## src/rtl/fb_mcb_arbiter.sv

```systemverilog
// fb_mcb_arbiter: shares the single DDR2 MCB command port between the HDMI
// capture writer and the frame reader, and rotates three frame banks so that
// capture never lands in the bank currently being read.
//
// Optional build macro: FB_ARB_STARVE_GUARD_EN
//   undefined : strict writer priority.
//   defined   : after RD_MAX_WAIT write grants issued while rd_req is pending,
//               the next arbitration goes to the reader.
//
// Command timing: one IDLE cycle (arbitration + latch), then CMD with
// cmd_en high until the MCB FIFO accepts it, so every command takes at
// least two cycles. Acks are combinational so the requester sees them in
// the same cycle the MCB accepts the command.
module fb_mcb_arbiter #(
    parameter int RD_MAX_WAIT = 8,
    parameter int DROP_CNT_W  = 16
) (
    input  logic                  clk,
    input  logic                  rst,
    input  logic                  calib_done,
    input  logic                  wr_req,
    input  logic [22:0]           wr_ofs,
    input  logic [5:0]            wr_bl,
    output logic                  wr_ack,
    input  logic                  rd_req,
    input  logic [22:0]           rd_ofs,
    input  logic [5:0]            rd_bl,
    output logic                  rd_ack,
    input  logic                  wr_frame_done,
    input  logic                  rd_frame_start,
    output logic [1:0]            wr_bank,
    output logic [1:0]            rd_bank,
    output logic                  rd_bank_valid,
    output logic [DROP_CNT_W-1:0] frames_dropped,
    output logic                  cmd_en,
    output logic [2:0]            cmd_instr,
    output logic [5:0]            cmd_bl,
    output logic [29:0]           cmd_byte_addr,
    input  logic                  cmd_full,
    output logic                  busy
);

    typedef enum logic [0:0] {
        ST_IDLE = 1'b0,
        ST_CMD  = 1'b1
    } state_t;

    localparam logic [2:0] INSTR_WR = 3'b000;
    localparam logic [2:0] INSTR_RD = 3'b001;

    // Lowest-index bank (0..2) that is neither of the two occupied banks.
    function automatic logic [1:0] pick_free_bank(input logic [1:0] bank_a,
                                                  input logic [1:0] bank_b);
        logic [1:0] free_bank;
        if ((bank_a != 2'd0) && (bank_b != 2'd0)) begin
            free_bank = 2'd0;
        end else if ((bank_a != 2'd1) && (bank_b != 2'd1)) begin
            free_bank = 2'd1;
        end else begin
            free_bank = 2'd2;
        end
        return free_bank;
    endfunction

    // ------------------------------------------------------------------
    // State and registered outputs
    // ------------------------------------------------------------------
    state_t                  state_r, state_n;
    logic                    cmd_en_r, cmd_en_n;
    logic                    busy_r, busy_n;
    logic                    grant_rd_r, grant_rd_n;
    logic [2:0]              cmd_instr_r, cmd_instr_n;
    logic [5:0]              cmd_bl_r, cmd_bl_n;
    logic [29:0]             cmd_addr_r, cmd_addr_n;

    logic [1:0]              wr_bank_r, wr_bank_n;
    logic [1:0]              rd_bank_r, rd_bank_n;
    logic [1:0]              latest_r, latest_n;
    logic                    latest_valid_r, latest_valid_n;
    logic                    latest_read_r, latest_read_n;
    logic                    rd_bank_valid_r, rd_bank_valid_n;
    logic [DROP_CNT_W-1:0]   drop_cnt_r, drop_cnt_n;

    logic                    grant_fire_s;
    logic                    pick_rd_s;
    logic                    starve_hit_s;
    logic                    unused_ofs_bits_s;

    // Byte-lane bits of the offsets are forced to zero in the address.
    assign unused_ofs_bits_s = ^{wr_ofs[1:0], rd_ofs[1:0], 1'(RD_MAX_WAIT > 0)};

`ifdef FB_ARB_STARVE_GUARD_EN
    localparam int STARVE_W = $clog2(RD_MAX_WAIT + 1);
    logic [STARVE_W-1:0] starve_cnt_r;

    assign starve_hit_s = (starve_cnt_r == STARVE_W'(RD_MAX_WAIT));

    // Count write grants that bypassed a waiting reader; clear on read grant.
    always_ff @(posedge clk or posedge rst) begin
        if (rst) begin
            starve_cnt_r <= {STARVE_W{1'b0}};
        end else if (grant_fire_s && pick_rd_s) begin
            starve_cnt_r <= {STARVE_W{1'b0}};
        end else if (grant_fire_s && rd_req && !starve_hit_s) begin
            starve_cnt_r <= starve_cnt_r + STARVE_W'(1);
        end else begin
            starve_cnt_r <= starve_cnt_r;
        end
    end
`else
    assign starve_hit_s = 1'b0;
`endif

    // Arbitration and command sequencing: next state and next command fields.
    always_comb begin
        state_n      = state_r;
        cmd_en_n     = cmd_en_r;
        grant_rd_n   = grant_rd_r;
        cmd_instr_n  = cmd_instr_r;
        cmd_bl_n     = cmd_bl_r;
        cmd_addr_n   = cmd_addr_r;
        grant_fire_s = 1'b0;
        pick_rd_s    = 1'b0;
        case (state_r)
            ST_IDLE: begin
                if (calib_done && (wr_req || rd_req)) begin
                    grant_fire_s = 1'b1;
                    pick_rd_s    = rd_req && (!wr_req || starve_hit_s);
                    state_n      = ST_CMD;
                    cmd_en_n     = 1'b1;
                    grant_rd_n   = pick_rd_s;
                    if (pick_rd_s) begin
                        cmd_instr_n = INSTR_RD;
                        cmd_bl_n    = rd_bl;
                        cmd_addr_n  = {5'b00000, rd_bank_r, rd_ofs[22:2], 2'b00};
                    end else begin
                        cmd_instr_n = INSTR_WR;
                        cmd_bl_n    = wr_bl;
                        cmd_addr_n  = {5'b00000, wr_bank_r, wr_ofs[22:2], 2'b00};
                    end
                end else begin
                    state_n  = ST_IDLE;
                    cmd_en_n = 1'b0;
                end
            end
            ST_CMD: begin
                if (!cmd_full) begin
                    state_n  = ST_IDLE;
                    cmd_en_n = 1'b0;
                end else begin
                    state_n  = ST_CMD;
                    cmd_en_n = 1'b1;
                end
            end
            default: begin
                state_n  = ST_IDLE;
                cmd_en_n = 1'b0;
            end
        endcase
        busy_n = (state_n != ST_IDLE);
    end

    // Command FSM state and registered MCB command fields.
    always_ff @(posedge clk or posedge rst) begin
        if (rst) begin
            state_r     <= ST_IDLE;
            cmd_en_r    <= 1'b0;
            busy_r      <= 1'b0;
            grant_rd_r  <= 1'b0;
            cmd_instr_r <= 3'b000;
            cmd_bl_r    <= 6'd0;
            cmd_addr_r  <= 30'd0;
        end else begin
            state_r     <= state_n;
            cmd_en_r    <= cmd_en_n;
            busy_r      <= busy_n;
            grant_rd_r  <= grant_rd_n;
            cmd_instr_r <= cmd_instr_n;
            cmd_bl_r    <= cmd_bl_n;
            cmd_addr_r  <= cmd_addr_n;
        end
    end

    // Bank rotation: frame completion is applied before reader frame start,
    // so a simultaneous start picks up the frame that just finished.
    always_comb begin
        wr_bank_n       = wr_bank_r;
        rd_bank_n       = rd_bank_r;
        latest_n        = latest_r;
        latest_valid_n  = latest_valid_r;
        latest_read_n   = latest_read_r;
        rd_bank_valid_n = rd_bank_valid_r;
        drop_cnt_n      = drop_cnt_r;
        if (wr_frame_done) begin
            if (latest_valid_r && !latest_read_r && (drop_cnt_r != {DROP_CNT_W{1'b1}})) begin
                drop_cnt_n = drop_cnt_r + DROP_CNT_W'(1);
            end else begin
                drop_cnt_n = drop_cnt_r;
            end
            latest_n       = wr_bank_r;
            latest_valid_n = 1'b1;
            latest_read_n  = 1'b0;
        end else begin
            latest_n = latest_r;
        end
        if (rd_frame_start && latest_valid_n) begin
            rd_bank_n       = latest_n;
            latest_read_n   = 1'b1;
            rd_bank_valid_n = 1'b1;
        end else begin
            rd_bank_n = rd_bank_r;
        end
        if (wr_frame_done) begin
            wr_bank_n = pick_free_bank(latest_n, rd_bank_n);
        end else begin
            wr_bank_n = wr_bank_r;
        end
    end

    // Bank bookkeeping registers.
    always_ff @(posedge clk or posedge rst) begin
        if (rst) begin
            wr_bank_r       <= 2'd0;
            rd_bank_r       <= 2'd2;
            latest_r        <= 2'd1;
            latest_valid_r  <= 1'b0;
            latest_read_r   <= 1'b0;
            rd_bank_valid_r <= 1'b0;
            drop_cnt_r      <= {DROP_CNT_W{1'b0}};
        end else begin
            wr_bank_r       <= wr_bank_n;
            rd_bank_r       <= rd_bank_n;
            latest_r        <= latest_n;
            latest_valid_r  <= latest_valid_n;
            latest_read_r   <= latest_read_n;
            rd_bank_valid_r <= rd_bank_valid_n;
            drop_cnt_r      <= drop_cnt_n;
        end
    end

    assign cmd_en         = cmd_en_r;
    assign cmd_instr      = cmd_instr_r;
    assign cmd_bl         = cmd_bl_r;
    assign cmd_byte_addr  = cmd_addr_r;
    assign busy           = busy_r;
    assign wr_ack         = cmd_en_r && !cmd_full && !grant_rd_r;
    assign rd_ack         = cmd_en_r && !cmd_full && grant_rd_r;
    assign wr_bank        = wr_bank_r;
    assign rd_bank        = rd_bank_r;
    assign rd_bank_valid  = rd_bank_valid_r;
    assign frames_dropped = drop_cnt_r;

endmodule

```

## config.mk

```make
export PLATFORM = sky130hd
export DESIGN_NAME = fb_mcb_arbiter
export DESIGN_NICKNAME = d
export VERILOG_FILES = /design/src/rtl/fb_mcb_arbiter.sv
export SDC_FILE = /design/constraint.sdc
export NUM_CORES = 1
export LEC_CHECK = 0
export BUFFER_PORTS_ARGS = -buffer_cell sky130_fd_sc_hd__buf_2
export CAP_MARGIN = 20
export CORE_MARGIN = 2
export CORE_UTILIZATION = 42
export DETAILED_ROUTE_END_ITERATION = 10
export PLACE_DENSITY = 0.82
export SETUP_SLACK_MARGIN = 0.05
export SYNTH_ARGS = -nofsm -noshare
export SYNTH_HDL_FRONTEND = slang
export SYNTH_SLANG_ARGS = --single-unit
```

## constraint.sdc

```tcl
create_clock -name clk -period 1.6 [get_ports clk]
set_input_delay 0.24 -clock clk [delete_from_list [all_inputs] [get_ports clk]]
set_output_delay 0.24 -clock clk [all_outputs]
set_load 0.005 [all_outputs]
```

==> flow_summary.json <==
{
  "status": "completed",
  "nets": 459,
  "place_area_um2": 3500,
  "min_period_over_period_pct": 95.6,
  "vias_per_cell": 4.89,
  "antenna_found_initial": 0,
  "ys_types": 39,
  "io_pins": 130,
  "whs_ns": 0.161,
  "finalSetupViolCount": 0,
  "worst_setup_path_end_kind": "flop",
  "route.vias.total": 2299,
  "drc": 0,
  "synth_largest_area_cell": "dfrtp_1",
  "stdcell_count": 470,
  "cap_violations": 0,
  "drive_above_1_share_pct": 44.0,
  "cp_max_fo": 5,
  "synth_cells": 262,
  "rows": 29,
  "overflow": 0,
  "ctsLongestPathBuffers": 2,
  "dp_slack_ns": 0.0809,
  "placed_cells": 459,
  "dieHeight_um": 84.5,
  "tritoncts": "yes",
  "initial_utilization_pct": 43.1,
  "synth_top_flop_cell": "dfrtp_1",
  "grt.total_usage_pct": 18.0,
  "power_density_nw_per_um2": 1070,
  "clk_pin_slew_ns": 0.10,
  "r2r_end": "frames_dropped[9]$_DFFE_PP0P_",
  "grt_pass1_wl_um": 10400,
  "numPortBuffers": 116,
  "cts.root.buffer_cell": "clkbuf_8",
  "reg2reg_slack_ns": 0.07,
  "avgSynthCellArea_um2": 10.4,
  "slew_violations": 0,
  "clk_latency_ns": 0.31,
  "worstReg2RegStart": "frames_dropped[5]$_DFFE_PP0P_",
  "cts_sinks": 56,
  "cts_buffers": 5,
  "start_kind": "flop",
  "rsz0062_at_grt": "yes",
  "drt_first_iter_violations": 87,
  "irDropWorstVdd_v": 0.000714,
  "dieArea_um2": 7140,
  "ant_nets": 0,
  "finalClockSkew_ns": 0.00682,
  "syn_to_final_growth_pct": 35.0,
  "finalSetupTns_ns": 0,
  "grt_max_degree": 57,
  "grt_pass1_vias": 2196,
  "die_w_um": 84.5,
  "dpl.hpwl_um": 4840,
  "hold_viol": 0,
  "netlist_area_um2": 2720,
  "synth_area_leaders": "dfrtp_1 (50%), mux2i_1 (11%), o21ai_0 (6.1%), nand2_1 (5.7%), buf_4 (3.0%)",
  "synth_edf_count": 0,
  "wl_per_cell_um": 13.6,
  "finalInstanceArea_um2": 3670,
  "p_leak_nw": 1.91,
  "yosysTopAreaCellShare_pct": 49.6,
  "crit_start": "frames_dropped[5]$_DFFE_PP0P_",
  "ctsHtreeMaxLevel": 2,
  "max_freq_mhz": 654,
  "critPathRequiredTime_ns": 1.84,
  "setup.worst_path.class": "flop to flop",
  "dr.pass1.iters": 4,
  "yosys_register_bits": 56,
  "fillCellCount": 556,
  "ys_warn_count": 0,
  "finalWirelength_um": 6410,
  "antenna_cells": 0,
  "synthArstFlopShare_pct": 100,
  "synth_most_common_cell": "dfrtp_1",
  "core_um2": 6310,
  "synthTopCellsByCount": "dfrtp_1 (54), nand2_1 (41), o21ai_0 (33), mux2i_1 (29)",
  "critical_path.endpoint": "frames_dropped[9]$_DFFE_PP0P_",
  "place_congestion": 0.752,
  "r2r_cells": 4,
  "ys_seq_area_share_pct": 51.6,
  "min_period_ns": 1.53,
  "arrival_ns": 1.77,
  "hold_path.class": "primary input to flop",
  "layout_setup_ws_ns": 0.0706
}
[where the power goes]
part | internal, mW | switching (mW) | total [mW]
logic | 0.587 | 0.602 | 1.19
registers | 1.73 | 0.206 | 1.94
clock network | 0.351 | 0.446 | 0.797
[cells by family after synthesis]
family | after synthesis | synth area share [%]
AND/OR/NAND/NOR | 88 | 17.8
flip-flops | 56 | 51.6
AO/OA/AOI/OAI | 43 | 8.32
multiplexers | 32 | 12.0
buffers and inverters | 28 | 5.51
XOR/XNOR | 13 | 4.18
adder cells (fa/ha/maj) | 1 | 0.459
other | 1 | 0.138
[cells in the final DEF, fill, tap and decap left out, types with 2 or more instances in the layout]
cell | netlist | final
nor2b_1 | 3 | 2
a21oi_1 | 6 | 6
inv_1 | 5 | 4
xor2_1 | 9 | 9
buf_12 | 0 | 2
and4_1 | 2 | 2
nand2_1 | 41 | 41
o21ai_0 | 33 | 33
nand4_1 | 5 | 5
xnor2_1 | 4 | 4
nand3_1 | 11 | 10
buf_4 | 11 | 18
conb_1 | 1 | 9
nor2_2 | 1 | 2
dfrtp_2 | 0 | 5
nor4_2 | 0 | 2
clkbuf_8 | 0 | 6
mux2_2 | 2 | 2
and3_1 | 4 | 4
dfrtp_1 | 54 | 49
nand4_4 | 1 | 2
buf_2 | 3 | 116
nor3_1 | 2 | 2
dfstp_2 | 2 | 2
nor2_1 | 5 | 4
mux2i_1 | 29 | 29
or2_2 | 2 | 2
clkinvlp_4 | 0 | 3
nor3b_1 | 2 | 2
[state kept, by name (all words and copies together) (netlist names)]
signal,flops
busy,1
cmd_bl,6
cmd_byte_addr,23
frames_dropped,16
grant_rd_r,1
latest_r,2
latest_read_r,1
latest_valid_r,1
rd_bank,2
rd_bank_valid,1
wr_bank,2
[critical path: stages (launching register included)]
cell     delay [ns]
dfrtp_1        0.44
nand4_4        0.19
or4_1          0.57
nor2_2         0.12
xor2_1         0.14
[per-stage QoR]
step	total power [mW]	utilization, %
after global routing	4.20	58.2
after detailed placement	3.16	55.5
after global placement	3.08	55.5
final	3.92	58.2
after floorplan	2.56	-
after CTS	3.98	57.2
[final cells by class]
type | instances | area, um^2 | share of cell area, %
timing repair buffer | 138 | 777 | 21.1
sequential | 56 | 1410 | 38.4
clock inverter | 2 | 15.0 | 0.409
tap | 77 | 96.3 | 2.62
clock buffer | 6 | 82.6 | 2.25
inverter | 5 | 22.5 | 0.613
multi-input combinational | 186 | 1270 | 34.6
[routing by layer]
layer	global-route usage, %	vias to the layer above	wire (um)
met5	0	-	0
met4	6.49	0	138
met3	3.93	13	367
li1	-	1145	-
met1	21.8	1067	2560
met2	31.6	74	3340
[worst min path at each step]
| stage | start | endpoint | slack, ns | depth (start not counted) |
|---|---|---|---|---|
| floorplan | rst | busy$_DFF_PP0_ | 0.32 | 1 |
| global route | cmd_full | busy$_DFF_PP0_ | 0.17 | 3 |
| CTS | cmd_full | busy$_DFF_PP0_ | 0.15 | 3 |
| detailed placement | rst | frames_dropped[15]$_DFFE_PP0P_ | 0.35 | 3 |
| global placement | rst | cmd_byte_addr[21]$_DFFE_PP0P_ | 0.34 | 3 |
| finish | cmd_full | busy$_DFF_PP0_ | 0.16 | 3 |
[repair_timing]
action,in CTS,in global routing
hold endpoints to repair,19,0
setup endpoints to repair,0,10
hold buffers,1,0
buffers inserted,0,2
gates resized for setup,0,11
No activity file was read; power rests on OpenSTA's default activity.
